==> config.mk <==
export PLATFORM = sky130hd
export DESIGN_NAME = pipe_stage_reg
export DESIGN_NICKNAME = d
export VERILOG_FILES = /design/src/rtl/pipe_pkg.sv /design/src/rtl/pipe_sat_counter.sv /design/src/rtl/pipe_stage_reg.sv
export SDC_FILE = /design/constraint.sdc
export NUM_CORES = 1
export LEC_CHECK = 0
export ABC_AREA = 1
export CAP_MARGIN = 40
export CORE_ASPECT_RATIO = 0.6
export CORE_MARGIN = 5
export CORE_UTILIZATION = 54
export DETAILED_ROUTE_END_ITERATION = 10
export PLACE_DENSITY = 0.84
export RECOVER_POWER = 25
export SLEW_MARGIN = 15
export SYNTH_ARGS = -nofsm -noshare
export SYNTH_HDL_FRONTEND = slang
export SYNTH_SLANG_ARGS = --single-unit
export TNS_END_PERCENT = 50
==> constraint.sdc <==
create_clock -name clk -period 3.1 [get_ports clk]
set_clock_uncertainty 0.15 [all_clocks]
set_input_delay 0.31 -clock clk [delete_from_list [all_inputs] [get_ports clk]]
set_output_delay 0.31 -clock clk [all_outputs]
set_load 0.005 [all_outputs]
==> src/rtl/pipe_pkg.sv <==
// Shared pipeline definitions: bubble instruction, inter-stage payload widths
// and the IF/ID payload layout.
package pipe_pkg;

  localparam logic [31:0] NOP_INSTR = 32'h00000013;  // addi x0, x0, 0

  localparam int unsigned IF_ID_W  = 64;   // pc + instr
  localparam int unsigned ID_EX_W  = 160;  // pc, rs1, rs2, imm, ctrl
  localparam int unsigned EX_MEM_W = 128;  // pc, alu result, store data, ctrl
  localparam int unsigned MEM_WB_W = 96;   // pc, wb data, ctrl

  typedef struct packed {
    logic [31:0] pc;
    logic [31:0] instr;
  } if_id_t;

  // IF/ID bubble: pc of zero with a NOP in the low word.
  localparam if_id_t IF_ID_BUBBLE = '{pc: 32'h0, instr: NOP_INSTR};

endpackage

==> src/rtl/pipe_sat_counter.sv <==
// Saturating up-counter for performance events.
// Ports: clk, rst_n (async active-low), inc (count one event),
//        clr (synchronous clear, wins over inc), value (current count).
module pipe_sat_counter #(
  parameter int unsigned WIDTH = 16
) (
  input  logic             clk,
  input  logic             rst_n,
  input  logic             inc,
  input  logic             clr,
  output logic [WIDTH-1:0] value
);

  logic [WIDTH-1:0] value_q;

  // Count until all-ones, then stick.
  always_ff @(posedge clk or negedge rst_n) begin
    if (!rst_n) begin
      value_q <= '0;
    end else if (clr) begin
      value_q <= '0;
    end else if (inc && (value_q != {WIDTH{1'b1}})) begin
      value_q <= value_q + WIDTH'(1);
    end
  end

  assign value = value_q;

endmodule

==> src/rtl/pipe_stage_reg.sv <==
// Inter-stage pipeline register with valid/ready handshake.
// SKID_EN=1: two-entry skid buffer, in_ready is a flop output.
// SKID_EN=0: single register, in_ready = !main_valid | out_ready.
// Ports: clk, rst_n (async active-low), flush (synchronous squash),
//        in_valid/in_ready/in_data (upstream), out_valid/out_ready/out_data
//        (downstream, out_data is BUBBLE_VAL when not valid),
//        stall_cnt/stall_cnt_clr (saturating count of stalled cycles).
module pipe_stage_reg
  import pipe_pkg::*;
#(
  parameter int unsigned         DATA_W      = IF_ID_W,
  parameter bit                  SKID_EN     = 1'b1,
  parameter logic [DATA_W-1:0]   BUBBLE_VAL  = DATA_W'(IF_ID_BUBBLE),
  parameter int unsigned         STALL_CNT_W = 16
) (
  input  logic                   clk,
  input  logic                   rst_n,
  input  logic                   flush,
  input  logic                   in_valid,
  output logic                   in_ready,
  input  logic [DATA_W-1:0]      in_data,
  output logic                   out_valid,
  input  logic                   out_ready,
  output logic [DATA_W-1:0]      out_data,
  output logic [STALL_CNT_W-1:0] stall_cnt,
  input  logic                   stall_cnt_clr
);

  logic              main_valid_q, main_valid_d;
  logic              skid_valid_q, skid_valid_d;
  logic [DATA_W-1:0] main_data_q,  main_data_d;
  logic [DATA_W-1:0] skid_data_q,  skid_data_d;

  logic up_xfer;
  logic dn_xfer;

  if (SKID_EN) begin : g_skid
    assign in_ready = !skid_valid_q;
  end else begin : g_noskid
    assign in_ready = !main_valid_q | out_ready;
  end

  assign out_valid = main_valid_q;
  assign out_data  = main_valid_q ? main_data_q : BUBBLE_VAL;
  assign up_xfer   = in_valid & in_ready;
  assign dn_xfer   = main_valid_q & out_ready;

  // Next-state: flush wins, then skid (EMPTY/ONE/FULL) or single-register rules.
  always_comb begin
    main_valid_d = main_valid_q;
    skid_valid_d = skid_valid_q;
    main_data_d  = main_data_q;
    skid_data_d  = skid_data_q;

    if (flush) begin
      main_valid_d = 1'b0;
      skid_valid_d = 1'b0;
    end else if (SKID_EN) begin
      if (!main_valid_q) begin
        if (up_xfer) begin
          main_valid_d = 1'b1;
          main_data_d  = in_data;
        end
      end else if (!skid_valid_q) begin
        if (up_xfer && !dn_xfer) begin
          skid_valid_d = 1'b1;
          skid_data_d  = in_data;
        end else if (!up_xfer && dn_xfer) begin
          main_valid_d = 1'b0;
        end else if (up_xfer && dn_xfer) begin
          main_data_d  = in_data;
        end
      end else if (dn_xfer) begin
        // Full: skid entry moves forward so ordering is kept.
        main_data_d  = skid_data_q;
        skid_valid_d = 1'b0;
      end
    end else begin
      if (up_xfer) begin
        main_valid_d = 1'b1;
        main_data_d  = in_data;
      end else if (dn_xfer) begin
        main_valid_d = 1'b0;
      end
    end
  end

  // State and payload registers.
  always_ff @(posedge clk or negedge rst_n) begin
    if (!rst_n) begin
      main_valid_q <= 1'b0;
      skid_valid_q <= 1'b0;
      main_data_q  <= '0;
      skid_data_q  <= '0;
    end else begin
      main_valid_q <= main_valid_d;
      skid_valid_q <= skid_valid_d;
      main_data_q  <= main_data_d;
      skid_data_q  <= skid_data_d;
    end
  end

  pipe_sat_counter #(
    .WIDTH (STALL_CNT_W)
  ) u_stall_cnt (
    .clk   (clk),
    .rst_n (rst_n),
    .inc   (main_valid_q & !out_ready),
    .clr   (stall_cnt_clr),
    .value (stall_cnt)
  );

endmodule

======== Word level (Yosys, flattened, before mapping) ========
Cells that the tools add are included.
storage, ports and cells
  register bits ........................... 146
  input bits .............................. 70
  logic and storage cells ................. 50
  output and inout bits ................... 82
cells by class
  bitwise gates (word level) .............. 5
  multiplexer cells ....................... 21
  eq/ne operators ......................... 5
  reduce and logical (&&, ||, !) cells .... 13
  $add $sub $neg .......................... 1
operators with widths
  cell                     count
  $mux W64                 8
  $mux W16                 2
  $add A16 B1 Y16 const B  1
  $ne A16 B16 Y1 const B   1
  $mux W1                  11
  $ne A3 B3 Y1 const B     2
  $reduce_and A6 Y1        1
  $reduce_bool A2 Y1       3
  $logic_and A1 B1 Y1      4
  $logic_not A1 Y1         4
  $reduce_and A4 Y1        1
  $and A1 B1 Y1            3
  $ne A3 B1 Y1 const B     1
  $ne A3 B2 Y1 const B     1
  $not A1 Y1               2

======== Longest topological paths before layout ========
Gate-level depths: netlist (run 1).
  depth after elaboration ................. 9
  mapped depth ............................ 10
  gate-level depth less buffers ........... 9

======== By module ========
From an unflattened synthesis (run 1), not the netlist that was laid out.
unflattened totals
  cell total of the unflattened synthesis .. 1055
  area total of the unflattened synthesis .. 7563.5 um^2
modules (own cells, without submodules)
  module            times used  area each (um^2)  seq. area each (um^2)  cells an instance
  pipe_stage_reg    1           6526.3            3253.1                 911
  pipe_sat_counter  1           1037.2            400.4                  144

======== Worst setup path before layout (run 1) ========
OpenSTA, ideal clock, no wires.
  path type ............................... reg-to-reg
  start ................................... register u_stall_cnt.value_q[0], in the netlist u_stall_cnt.value[0]
  end ..................................... register u_stall_cnt.value_q[2], in the netlist u_stall_cnt.value[2]
  path buffers ............................ 1
  data required time ...................... 2.829 ns
  cell stages (with the launch flop) ...... 11
  path slack .............................. 1.391 ns
  arrival ................................. 1.438 ns
  library setup time ...................... 0.121 ns
  clock period less this slack ............ 1.709 ns
  path through ............................ dfrtp_1 ha_1 nand2_1 nor2_2 nand2_2 nor2_4 o21ai_4 inv_4 buf_6 nand2_1 nand2_1
between the ends
  longest elaborated chain between the ends .. 3
  elaborated cells on any way between the ends .. 6
  classes of those cells .................. add/sub: 1; eq/ne: 1; mux: 2; reduce/logical: 2
ends and longest elaborated chain
  what                                                      RTL line                                        source
  start: declaration                                        pipe_sat_counter.sv:14                          logic [WIDTH-1:0] value_q;
  start signal: assignment                                  pipe_sat_counter.sv:23                          value_q <= value_q + WIDTH'(1);
  $add A16 B1 Y16 / $ne A16 B16 Y1 (equally long branches)  pipe_sat_counter.sv:23, pipe_sat_counter.sv:22
  $mux W16 / $logic_and A1 B1 Y1 (equally long branches)    pipe_sat_counter.sv:22                          end else if (inc && (value_q != {WIDTH{1'b1}})) begin
  $mux W16 / $reduce_bool A2 Y1 (equally long branches)     --
Parallel ways exist; a longest one is shown, timed or not. The select of a mux whose other input is x is not followed.
A chain may end at the register's enable or synchronous reset.

======== Worst setup path after layout (run 1) ========
  start ................................... register main_valid_q, in the netlist out_valid
  end ..................................... output out_data[48]
between the ends
  longest elaborated chain between the ends .. 1
ends and longest elaborated chain
  what                      RTL line              source
  start: declaration        pipe_stage_reg.sv:29  logic main_valid_q, main_valid_d;
  start signal: assignment  pipe_stage_reg.sv:96  main_valid_q <= main_valid_d;
  $mux W64                  pipe_stage_reg.sv:44  assign out_data = main_valid_q ? main_data_q : BUBBLE_VAL;
  end: declaration          pipe_stage_reg.sv:24  output logic [DATA_W-1:0] out_data,
Every way passes these cells.

==> results.yml, run 1 <==
timing:
  worst_slew_pin_slew_ns: 1.941
  min_period_ns: 2.779
  hold_violations: 0
  fin_setup_tns_ns: 0
  finalCritPeriodShare: 0.8966
  fin_ws_ns: 0.3207
  max_freq_mhz: 359.8
  finalMaxSlewViolations: 78
  relSlewSlack: -0.2940
  rsz0062_at_grt: "false"
  setup_viol: 0
finish:
  syn_to_final_growth_pct: 31.75
  drive_above_1_share: 0.04387
  finalInstanceArea_um2: 9470
  fin_nets: 1175
logic_synthesis:
  yosysSeqAreaShare: 0.5083
  synth_edf_count: 0
  synth-async-reset-ratio: 1.000
  avgSynthCellArea_um2: 7.365
  yosysUniqueCellTypes: 29
  synth_largest_area_cell: "dfrtp_1"
  netlist_area_um2: 7188
  yosysWarningCount: 0
  yosysTopAreaCellShare: 0.5083
  synth_nets: 1047
  synth_commonest_cells: "248 x nand2_1, 202 x inv_1, 146 x dfrtp_1"
  synth_area_leaders: "dfrtp_1 51%, nand2_1 13%, inv_1 11%, o21ai_0 8.4%, a21oi_1 4.9%"
  synthMostInstantiatedCell: "nand2_1"
  synthCells: 976
  ys.flop_type: "dfrtp_1"
  ys_ff_latch: 146
floorplanning:
  core_area_um2: 12930
  die_h_um: 99.37
  start_util: 0.5558
  num_rows: 32
  dieArea_um2: 15790
  die_x_um: 159.0
  boundaryPins: 152
clock_tree:
  post_cts_resized: 0
  cts_buffer_depth: 2
  post-cts-setup-buffers: 0
  cts.clk_slew.worst_paths_ns: 0.06
  h-tree-depth: 4
  insertion_delay_ns: 0.41
  cts_tree: "built"
  cts.sinks: 146
  cts_made_buffers: 17
  cts_root_buf: "clkbuf_16"
  postCtsHoldBufs: 1
power:
  max-vdd-ir-drop_uv: 336.5
  seqPwrFrac: 0.440
  switching_share: 0.2633
  power_frac_clock: 0.395
  leakage_uw: 0.005016
  p_switching_uw: 1504
  power_density_nw_per_um2: 602.9
  comb_power_share: 0.165
  internal_power_uw: 4206
  power_uw: 5710
critical_path:
  critPathMaxStageDelay_ns: 0.76
  slowest_stage: "dfrtp_2"
  path_cells: "buf_4, nand2_1, inv_1, clkdlybuf4s50_1"
  critPathBufInv: 3
  crit_type: "register to output port"
  end_kind: "output port"
  worstPathArrival_ns: 2.32
  crit_path_start_kind: "register"
  required_ns: 2.64
  crit_fanout: 35
  crit_family: "buffers and inverters"
detailed_routing:
  vias: 6324
  drt-initial-drc-count: 489
  drcViolationCount: 0
  first_pass_iters: 5
  ant_nets: 0
  detail_route.wl_per_cell_um: 13.68
  vias_per_cell: 4.910
  routed_wirelength_mm: 17.62
placement:
  hpwlAfterDp_mm: 11.27
  place_congestion: 0.8403
  port_buffers: 151
  place_area_um2: 8813
  dp_slack_ns: 0.7315
grt:
  grt_pass1_wl_mm: 29.52
  grt_max_degree: 129
  overflow: 0
  grt_pass1_vias: 6031
  grt_usage: 0.2253
  antenna_found_initial: 1
outcome:
  violations: "capacitance limit, slew limit"
  status: "finished with violations"
flow_run:
  max-cap-violations: 1
min_path:
  hold_path_class: "input pin to register"
==> per-layer routing <==
metal	wire, µm	vias up	global-route usage
met4	135	2	0.05242
met1	8194	2904	0.3202
met5	11	-	0
met2	7960	193	0.3497
li1	-	3208	-
met3	1313	17	0.06046
==> logic make-up after synthesis <==
group	after synthesis	synth area share
AO/OA/AOI/OAI	208	0.1483
adder cells (fa/ha/maj)	1	0.001740
AND/OR/NAND/NOR	361	0.1969
XOR/XNOR	4	0.004873
buffers and inverters	256	0.1399
flip-flops	146	0.5083
==> final cells by class <==
class                   count  area [µm²]
flip-flops and latches    146        3655
well taps                 170       212.7
multi-input cells         574        2544
diodes                      1       2.502
repair buffers            160        1634
fillers                   983        3462
clock inverters            12       203.9
clock buffers              20       446.7
inverters                 205       772.0
==> layout by cell type, fill, tap and decap left out, drive strengths merged, types with 3 or more instances in the layout <==
master and instances:
dfrtp 146, clkinvlp 3, nand2 249, nand4 8, clkbuf 21, bufinv 5
xor2 4, nor2 85, inv 206, a21oi 71, clkinv 3, nand3 18
o21ai 133, buf 8, clkdlybuf4s50 150
==> power groups by stage <==
stage               Combinational (µW)  Clock, µW  Sequential (µW)
floorplan                          530          0             2450
global placement                   896          0             2520
detailed placement                 938          0             2520
CTS                                960       2280             2510
global route                      1090       2370             2550
finish                             944       2260             2510
==> sequential cells by signal, summed over array words and instances, names as in the netlist <==
register           flops
skid_valid_q           1
u_stall_cnt.value     16
skid_data_q           64
main_data_q           64
out_valid              1
==> path summary, 6_finish.rpt <==
kind / startpoint / end / slack [ns] / cells after the start
max in group asynchronous: rst_n / out_valid / 0.70 / 2
setup / recovery: out_valid / out_data[48] / 0.32 / 4
setup reg to reg: out_valid / main_data_q[16] / 0.76 / 5
min in group asynchronous: rst_n / u_stall_cnt.value[4] / 0.83 / 2
hold reg to reg: skid_data_q[49] / skid_data_q[49] / 0.34 / 2
hold / removal: in_data[51] / skid_data_q[51] / 0.33 / 3
==> worst register-to-register path: cells and delay by family (launching register included) <==
family | cells | cell delay [ns]
DFF | 1 | 0.76
buffers and inverters | 2 | 0.48
AOI/OAI and AO/OA | 3 | 0.82
==> per-stage QoR <==
stage	std cells	utilization	hold slack, ns
after floorplan	976	-	-0.1356
after global placement	1253	0.6794	0.2417
after detailed placement	1254	0.6815	0.2385
after global routing	1287	0.7321	0.3236
after CTS	1287	0.7326	0.3115
final	1288	0.7323	0.3253
(Power assumes the default switching activity.)
==> run 2, diff against run 1 <==
--- a/config.mk
+++ b/config.mk
@@ -11,7 +11,8 @@
 export CORE_MARGIN = 5
 export CORE_UTILIZATION = 54
 export DETAILED_ROUTE_END_ITERATION = 10
-export PLACE_DENSITY = 0.84
+export HOLD_SLACK_MARGIN = 0.03
+export PLACE_DENSITY = 0.92
 export RECOVER_POWER = 25
 export SLEW_MARGIN = 15
 export SYNTH_ARGS = -nofsm -noshare
==> results.yml, run 2 (same netlist as run 1, synthesis figures left out) <==
critical_path:
  worstPathArrival_ns: 2.13
  path_cells: "buf_4, nand2_1, inv_1, clkdlybuf4s50_1"
  end_kind: "output port"
  slowest_stage: "dfrtp_2"
  crit_type: "register to output port"
  critPathMaxStageDelay_ns: 0.74
  required_ns: 2.64
  crit_path_start_kind: "register"
  crit_fanout: 29
finish:
  syn_to_final_growth_pct: 31.89
  fin_cells: 1290
  ff_latch_area_um2: 3655
  multiInputGateArea_um2: 2544
  final_common_cell: "nand2_1"
  most-common-layout-cells: "247 x nand2_1, 202 x inv_1, 150 x clkdlybuf4s50_1"
  drive_above_1_share: 0.04821
  fin_nets: 1178
  fillers: 945
  diodes: 0
placement:
  place_congestion: 0.8492
  port_buffers: 151
  hpwlAfterDp_mm: 12.13
  dp_slack_ns: 0.8447
  dp.cells: 1257
clock_tree:
  post_cts_resized: 0
  cts.clk_slew.worst_paths_ns: 0.06
  cts_root_buf: "clkbuf_16"
  h-tree-depth: 4
  cts_made_buffers: 17
  insertion_delay_ns: 0.41
  cts.sinks: 146
  cts_buffer_depth: 2
  cts_tree: "built"
floorplanning:
  core_area_um2: 12930
  die_x_um: 159.0
  die_h_um: 99.37
  boundaryPins: 152
  num_rows: 32
  dieArea_um2: 15790
  start_util: 0.5558
grt:
  grt_max_degree: 91
  overflow: 0
  antenna_found_initial: 1
  busiest_layer: "met2"
  grt_pass1_wl_mm: 30.36
  use_met3: 0.06542
  grt_use_met1: 0.3282
  grtUsageMet2: 0.3536
  grt_usage: 0.2300
  grt_pass1_vias: 6286
power:
  p_switching_uw: 1499
  power_frac_clock: 0.398
  comb_power_share: 0.166
  max-vdd-ir-drop_uv: 396.2
  power_density_nw_per_um2: 606.2
  internal_power_uw: 4248
  leakage_uw: 0.005026
  seqPwrFrac: 0.436
  switching_share: 0.2609
outcome:
  status: "finished clean"
timing:
  rsz0062_at_grt: "false"
  hold_violations: 0
  fin_ws_ns: 0.5069
  fin_setup_tns_ns: 0
  worst_slew_pin_slew_ns: 1.126
  relSlewSlack: 0.2490
  finalMaxSlewViolations: 0
  min_period_ns: 2.593
  finalCritPeriodShare: 0.8365
  setup_viol: 0
  max_freq_mhz: 385.6
flow_run:
  max-cap-violations: 0
detailed_routing:
  drt-initial-drc-count: 491
  drcViolationCount: 0
  ant_nets: 0
  vias_per_cell: 4.979
  first_pass_iters: 5
  routed_wirelength_mm: 17.82
  vias: 6423
  detail_route.wl_per_cell_um: 13.82
min_path:
  hold_path_class: "input pin to async pin"
## run 2: critical path, delay by kind of cell (launching register included)
kind                   cells  cell delay [ns]
buffers and inverters      3             0.90
flip-flops                 1             0.74
AND/OR/NAND/NOR            1             0.07
## run 2: per-layer routing
metal	routed length [µm]	share of wire	vias to the layer above
li1	-	-	3214
met1	8233	0.46	2961
met2	7930	0.44	229
met3	1481	0.083	17
met4	171	0.0096	2
met5	7	0.00039	-
## run 2: power by group through the flow
stage	Combinational [µW]	Sequential (µW)	Clock [µW]
2_1_floorplan	530	2450	0
3_3_place_gp	907	2510	0
3_5_place_dp	953	2530	0
4_1_cts	968	2500	2320
5_1_grt	1100	2540	2410
6_report	953	2510	2290
## run 2: worst paths after layout
kind | from | end | slack (ns) | cells past startpoint
min in group clk | in_data[50] | skid_data_q[50] | 0.34 | 3
min | rst_n | u_stall_cnt.value[3] | 0.32 | 2
max | out_valid | out_data[26] | 0.51 | 4
max in group asynchronous | rst_n | main_data_q[59] | 0.82 | 3
min reg2reg | skid_data_q[58] | skid_data_q[58] | 0.34 | 2
max reg2reg | out_valid | main_data_q[12] | 0.78 | 6
## run 2: layout make-up
cell class	instances	share of cell area
Multi-Input combinational cell	574	0.2683
Clock buffer	20	0.04923
Timing Repair Buffer	163	0.1717
Sequential cell	146	0.3855
Tap cell	170	0.02244
Inverter	205	0.08143
Clock inverter	12	0.02138
## run 2: through the flow
step | utilization | power [µW] | area (µm²) | hold slack, ns
final | 0.7331 | 5747 | 9480 | 0.3250
after global routing | 0.7331 | 6059 | 9480 | 0.3555
after CTS | 0.7342 | 5795 | 9495 | 0.3257
after detailed placement | 0.6817 | 3480 | 8816 | 0.2659
after global placement | 0.6817 | 3418 | 8816 | 0.2624
after floorplan | - | 2985 | 7188 | -0.1356
## run 2: repair_timing
item                                   4_1_cts  5_1_grt
endpoints found under the hold margin       81        0
hold buffers                                 1        0
buffers inserted                             0        0
